File: config.mk
export PLATFORM = sky130hd
export DESIGN_NAME = batchnorm_denorm
export DESIGN_NICKNAME = d
export VERILOG_FILES = /design/src/rtl/batchnorm_denorm.sv
export SDC_FILE = /design/constraint.sdc
export NUM_CORES = 1
export LEC_CHECK = 0
export ABC_AREA = 1
export CAP_MARGIN = 20
export CORE_ASPECT_RATIO = 0.6
export CORE_MARGIN = 4
export CORE_UTILIZATION = 55
export DETAILED_ROUTE_END_ITERATION = 10
export HOLD_SLACK_MARGIN = 0.06
export PLACE_DENSITY = 0.76
export SYNTH_ARGS = -nofsm -noshare
export SYNTH_HDL_FRONTEND = slang
export SYNTH_SLANG_ARGS = --single-unit
File: constraint.sdc
create_clock -name clk -period 6.8 [get_ports clk]
set_clock_uncertainty 0.2 [all_clocks]
set_input_delay 1.02 -clock clk [delete_from_list [all_inputs] [get_ports clk]]
set_output_delay 1.02 -clock clk [all_outputs]
set_load 0.02 [all_outputs]
File: src/rtl/batchnorm_denorm.sv
// rtl/batchnorm_denorm.sv - inverse batch-norm: x = ((y - beta) * sigma) / gamma + mean
// Handshaked multi-cycle datapath with a restoring divider sequenced by a single FSM.
module batchnorm_denorm #(
  parameter int WIDTH = 16,
  parameter int FRAC  = 8
) (
  input  logic             clk,
  input  logic             rst_n,
  input  logic             in_valid,
  output logic             in_ready,
  input  logic [WIDTH-1:0] y_in,
  input  logic [WIDTH-1:0] gamma,
  input  logic [WIDTH-1:0] beta,
  input  logic [WIDTH-1:0] mean,
  input  logic [WIDTH-1:0] sigma,
  output logic             out_valid,
  input  logic             out_ready,
  output logic [WIDTH-1:0] x_out,
  output logic             div_err,
  output logic             busy
);

  localparam int PW    = 2 * WIDTH + 1;
  localparam int CW    = $clog2(PW);
  // Product carries 2*FRAC fraction bits, gamma FRAC, so the quotient already matches mean.
  localparam int ALIGN = (2 * FRAC - FRAC) - FRAC;

  localparam logic signed [PW:0]   Q_MAX  = {1'b0, {PW{1'b1}}};
  localparam logic signed [PW+1:0] SAT_HI = {{(PW + 3 - WIDTH){1'b0}}, {(WIDTH - 1){1'b1}}};
  localparam logic signed [PW+1:0] SAT_LO = {{(PW + 3 - WIDTH){1'b1}}, {(WIDTH - 1){1'b0}}};

  typedef enum logic [2:0] {S_IDLE, S_SUB, S_MUL, S_DIV, S_ADD, S_OUT} state_t;

  state_t                r_state;
  logic [WIDTH-1:0]      r_y, r_g, r_b, r_m, r_s;
  logic [WIDTH:0]        r_diff;
  logic [PW-1:0]         r_dvd;
  logic [WIDTH:0]        r_dsr;
  logic [WIDTH:0]        r_rem;
  logic [PW-1:0]         r_quo;
  logic [CW-1:0]         r_cnt;
  logic signed [PW:0]    r_qs;
  logic                  r_neg, r_pneg, r_pzero, r_gzero;

  logic [PW-1:0]         w_prod;
  logic [PW-1:0]         w_pmag;
  logic [WIDTH:0]        w_gmag;
  logic [WIDTH+1:0]      w_trial;
  logic                  w_ge;
  logic [WIDTH:0]        w_rem_n;
  logic [PW-1:0]         w_quo_n;
  logic signed [PW:0]    w_q_al;
  logic signed [PW+1:0]  w_sum;
  logic [WIDTH-1:0]      w_sat;

  always_comb begin
    w_prod  = {{(PW - WIDTH - 1){r_diff[WIDTH]}}, r_diff} * {{(PW - WIDTH){r_s[WIDTH-1]}}, r_s};
    w_pmag  = w_prod[PW-1] ? (~w_prod + 1'b1) : w_prod;
    w_gmag  = r_g[WIDTH-1] ? (~{1'b1, r_g} + 1'b1) : {1'b0, r_g};
    w_trial = {r_rem, r_dvd[PW-1]};
    w_ge    = w_trial >= {1'b0, r_dsr};
    w_rem_n = w_ge ? (w_trial[WIDTH:0] - r_dsr) : w_trial[WIDTH:0];
    w_quo_n = {r_quo[PW-2:0], w_ge};
    w_q_al  = r_qs >>> ALIGN;
    w_sum   = {w_q_al[PW], w_q_al} + {{(PW + 2 - WIDTH){r_m[WIDTH-1]}}, r_m};
    if (w_sum > SAT_HI)      w_sat = {1'b0, {(WIDTH - 1){1'b1}}};
    else if (w_sum < SAT_LO) w_sat = {1'b1, {(WIDTH - 1){1'b0}}};
    else                     w_sat = w_sum[WIDTH-1:0];
  end

  always_ff @(posedge clk or negedge rst_n) begin
    if (!rst_n) begin
      r_state   <= S_IDLE;
      r_y       <= '0;
      r_g       <= '0;
      r_b       <= '0;
      r_m       <= '0;
      r_s       <= '0;
      r_diff    <= '0;
      r_dvd     <= '0;
      r_dsr     <= '0;
      r_rem     <= '0;
      r_quo     <= '0;
      r_cnt     <= '0;
      r_qs      <= '0;
      r_neg     <= 1'b0;
      r_pneg    <= 1'b0;
      r_pzero   <= 1'b0;
      r_gzero   <= 1'b0;
      in_ready  <= 1'b1;
      out_valid <= 1'b0;
      x_out     <= '0;
      div_err   <= 1'b0;
      busy      <= 1'b0;
    end else begin
      case (r_state)
        S_IDLE: begin
          if (in_valid) begin
            r_y      <= y_in;
            r_g      <= gamma;
            r_b      <= beta;
            r_m      <= mean;
            r_s      <= sigma;
            in_ready <= 1'b0;
            busy     <= 1'b1;
            r_state  <= S_SUB;
          end
        end
        S_SUB: begin
          r_diff  <= {r_y[WIDTH-1], r_y} - {r_b[WIDTH-1], r_b};
          r_state <= S_MUL;
        end
        S_MUL: begin
          r_dvd   <= w_pmag;
          r_dsr   <= w_gmag;
          r_rem   <= '0;
          r_quo   <= '0;
          r_cnt   <= '0;
          r_neg   <= w_prod[PW-1] ^ r_g[WIDTH-1];
          r_pneg  <= w_prod[PW-1];
          r_pzero <= (w_prod == '0);
          r_gzero <= (r_g == '0);
          r_state <= S_DIV;
        end
        S_DIV: begin
          r_dvd <= {r_dvd[PW-2:0], 1'b0};
          r_rem <= w_rem_n;
          r_quo <= w_quo_n;
          r_cnt <= r_cnt + 1'b1;
          if (r_cnt == CW'(PW - 1)) begin
            // A zero divisor runs the same iterations; its quotient is replaced here.
            if (r_gzero)
              r_qs <= r_pzero ? '0 : (r_pneg ? -Q_MAX : Q_MAX);
            else
              r_qs <= r_neg ? -$signed({1'b0, w_quo_n}) : $signed({1'b0, w_quo_n});
            r_state <= S_ADD;
          end
        end
        S_ADD: begin
          x_out     <= w_sat;
          div_err   <= r_gzero;
          out_valid <= 1'b1;
          r_state   <= S_OUT;
        end
        S_OUT: begin
          if (out_ready) begin
            out_valid <= 1'b0;
            in_ready  <= 1'b1;
            busy      <= 1'b0;
            r_state   <= S_IDLE;
          end
        end
        default: r_state <= S_IDLE;
      endcase
    end
  end

endmodule

==> impl_metrics.tcl <==
set metrics [dict create \
    status "finished clean" \
    syn_inst 3885 \
    reg2reg_slack_ns 0.06 \
    die_area_um2 55500 \
    fin_util_pct 66.8 \
    place_ws_ns -0.133 \
    yosys.area.top_type_share_pct 23.1 \
    final_nets 4661 \
    dp_hpwl_um 63000 \
    track_usage_pct 28.7 \
    via_per_inst 5.35 \
    critPathTopFamily "adder cells" \
    cts_tree "yes" \
    initial_utilization_pct 55.7 \
    setup_ws_ns 0.0597 \
    layout_common_cells "nand2_1, inv_1, fa_1" \
    drt_wl_total_um 81500 \
    drive_gt1_share_pct 16.0 \
    clock.fmax_ghz 0.148 \
    ff_latch_area_um2 6610 \
    avgSynthCellArea_um2 7.31 \
    grt.overflow.total 0 \
    final.setup.tns_ns 0 \
    seq_area_frac_synth_pct 23.2 \
    fill_cells 4230 \
    yosys_warnings 0 \
    vias 26000 \
    setup_violations 0 \
    yosys_register_bits 263 \
    relSlewSlack_pct 35.0 \
    netlist_area_um2 28400 \
    cpPeakStageDelay_ns 0.59 \
    postCtsHoldBufs 0 \
    cp_max_fo 8 \
    antenna_found_initial 2 \
    drv_cap 0 \
    hold_viol 0 \
    cts_root_buf "clkbuf_16" \
    rsz0062_at_grt "yes" \
    grt_pass1_vias 24300 \
    fin_crit_sh_pct 99.1 \
    use_met1_pct 46.0 \
    gp_congestion 0.981 \
    required_ns 7.04 \
    syn_nets 4404 \
    final_common_cell "nand2_1" \
    slew_violations 0 \
    yosys.area.top_type "dfrtp_1" \
    fp.dieW_um 301 \
    cp-end-kind "flip-flop" \
    cts_buffers 27 \
    path_clk_slew_ns 0.08 \
    synthTopCellsByArea "dfrtp_1, fa_1, nand2_1" \
    hp-class "primary input to asynchronous set/reset pin" \
    ant_nets 0 \
    grt.met2_usage_pct 38.5 \
    portBuffers 103 \
    busiest_layer "met1" \
    holdWs_ns 0.275 \
    yosysUniqueCellTypes 54 \
    critPathKind "flip-flop to flip-flop" \
    io_pins 104 \
    grt_max_degree 119 \
    worstPathArrival_ns 6.98 \
    chipHeight_um 184 \
    grt_pass1_wl_um 128000 \
    fin_crit_ns 6.74 \
    grt_util_met3_pct 8.27 \
    crit_slowest_cell "fa_1" \
    cts_buffer_depth 3 \
    cp_num_buf_inv 11 \
    fp.coreArea_um2 51000 \
    rows 64 \
    worstMarginPinSlew_ns 0.974 \
    dr.pass1.iters 11 \
    setup.worst_path.start_class "flip-flop" \
    remaining_drc_errors 0 \
    area_growth_pct 19.9 \
    wl_per_cell_um 16.8 \
    cts_num_sinks 263 \
    insertion_delay_ns 0.59 \
    drt_iter0_drc 2712 \
    crit_top_cell "fa_1" \
    cts_max_level 1 \
    multiInputGateArea_um2 19100 \
]
-- metal layers --
layer | vias to the layer above | part of all wire, %
met5 | - | 0.10
met4 | 2 | 1.6
met3 | 91 | 12
met2 | 1141 | 39
met1 | 12500 | 47
li1 | 12300 | -
-- sequential cells by signal, indices dropped and copies added, names as in the netlist --
| name | cells |
|---|---|
| busy | 1 |
| div_err | 1 |
| in_ready | 1 |
| out_valid | 1 |
| r_b | 16 |
| r_cnt | 6 |
| r_diff | 17 |
| r_dsr | 17 |
| r_dvd | 33 |
| r_g | 16 |
| r_gzero | 1 |
| r_m | 16 |
| r_neg | 1 |
| r_pneg | 1 |
| r_pzero | 1 |
| r_qs | 34 |
| r_quo | 32 |
| r_rem | 17 |
| r_s | 16 |
| r_state | 3 |
| r_y | 16 |
| x_out | 16 |
-- worst reg2reg max path: cells and delay by family (launching register included) --
family / cells / cell delay [ns]
adders and majority gates: 7 / 3.51
buffers and inverters: 11 / 1.18
AOI/OAI and AO/OA: 5 / 0.65
DFF: 1 / 0.49
and+or+nand+nor: 4 / 0.40
xor gates and xnor gates: 1 / 0.16
-- timing repair --
action	CTS	global route
pin swaps	13	149
gates cloned	1	4
endpoints found under the setup margin	30	35
setup buffers	4	61
gates resized for setup	32	289
-- per-stage QoR --
stage               instance area (um^2)  instances
floorplan                          28400       3885
global placement                   31300       4735
detailed placement                 31300       4736
CTS                                32400       4790
global route                       34100       4857
finish                             34100       4858
-- synth_stat cells, drive strengths merged --
cell type / number
nor2: 294
nand2: 1073
o21ai: 113
nor3: 35
o221ai: 2
nor3b: 1
a21o: 3
o22ai: 53
clkbuf: 108
xor2: 54
dfrtp: 262
ha: 156
o21a: 3
inv: 865
clkinv: 1
a22oi: 1
dfstp: 1
a22o: 2
a21boi: 3
buf: 26
nor4: 5
mux2: 47
o21bai: 24
nand4: 42
a31oi: 5
nand3: 176
o211ai: 9
and3: 2
fa: 279
or2: 8
a2bb2oi: 1
a21oi: 176
xnor2: 32
and2: 1
nand3b: 13
o31ai: 2
a31o: 2
a32o: 5
-- final cells by class --
type | count | share of cell area (%)
multi-input cells | 2622 | 56.2
flip-flops and latches | 263 | 19.4
inverters | 866 | 9.62
repair buffers | 362 | 9.54
well taps | 693 | 2.55
clock buffers | 36 | 2.17
clock inverters | 13 | 0.489
diodes | 3 | 0.0220
-- cells by family after synthesis --
group / Yosys count / share of synthesized area, %
fa+ha+maj: 435 / 26.5
simple gates: 1650 / 24.1
flops: 263 / 23.2
xor+xnor: 86 / 2.98
mux: 47 / 1.86
buf+inv: 1000 / 13.3
compound gates: 404 / 7.99
-- path summary, 6_finish.rpt --
| check | startpoint | to | cells past startpoint |
|---|---|---|---|
| min in group clk | x_out[12]$_DFFE_PN0P_ | x_out[12]$_DFFE_PN0P_ | 2 |
| max in group asynchronous | rst_n | r_diff[3]$_DFFE_PN0P_ | 2 |
| hold / removal | rst_n | r_dvd[3]$_DFFE_PN0P_ | 1 |
| setup / recovery | r_diff[16]$_DFFE_PN0P_ | r_dvd[14]$_DFFE_PN0P_ | 28 |
| setup reg to reg | r_diff[16]$_DFFE_PN0P_ | r_dvd[14]$_DFFE_PN0P_ | 28 |
| hold reg to reg | x_out[12]$_DFFE_PN0P_ | x_out[12]$_DFFE_PN0P_ | 2 |
Power is left out: the tool's default activity adds up to more than one toggle a clock period on the data nets, which glitch-free logic cannot reach.
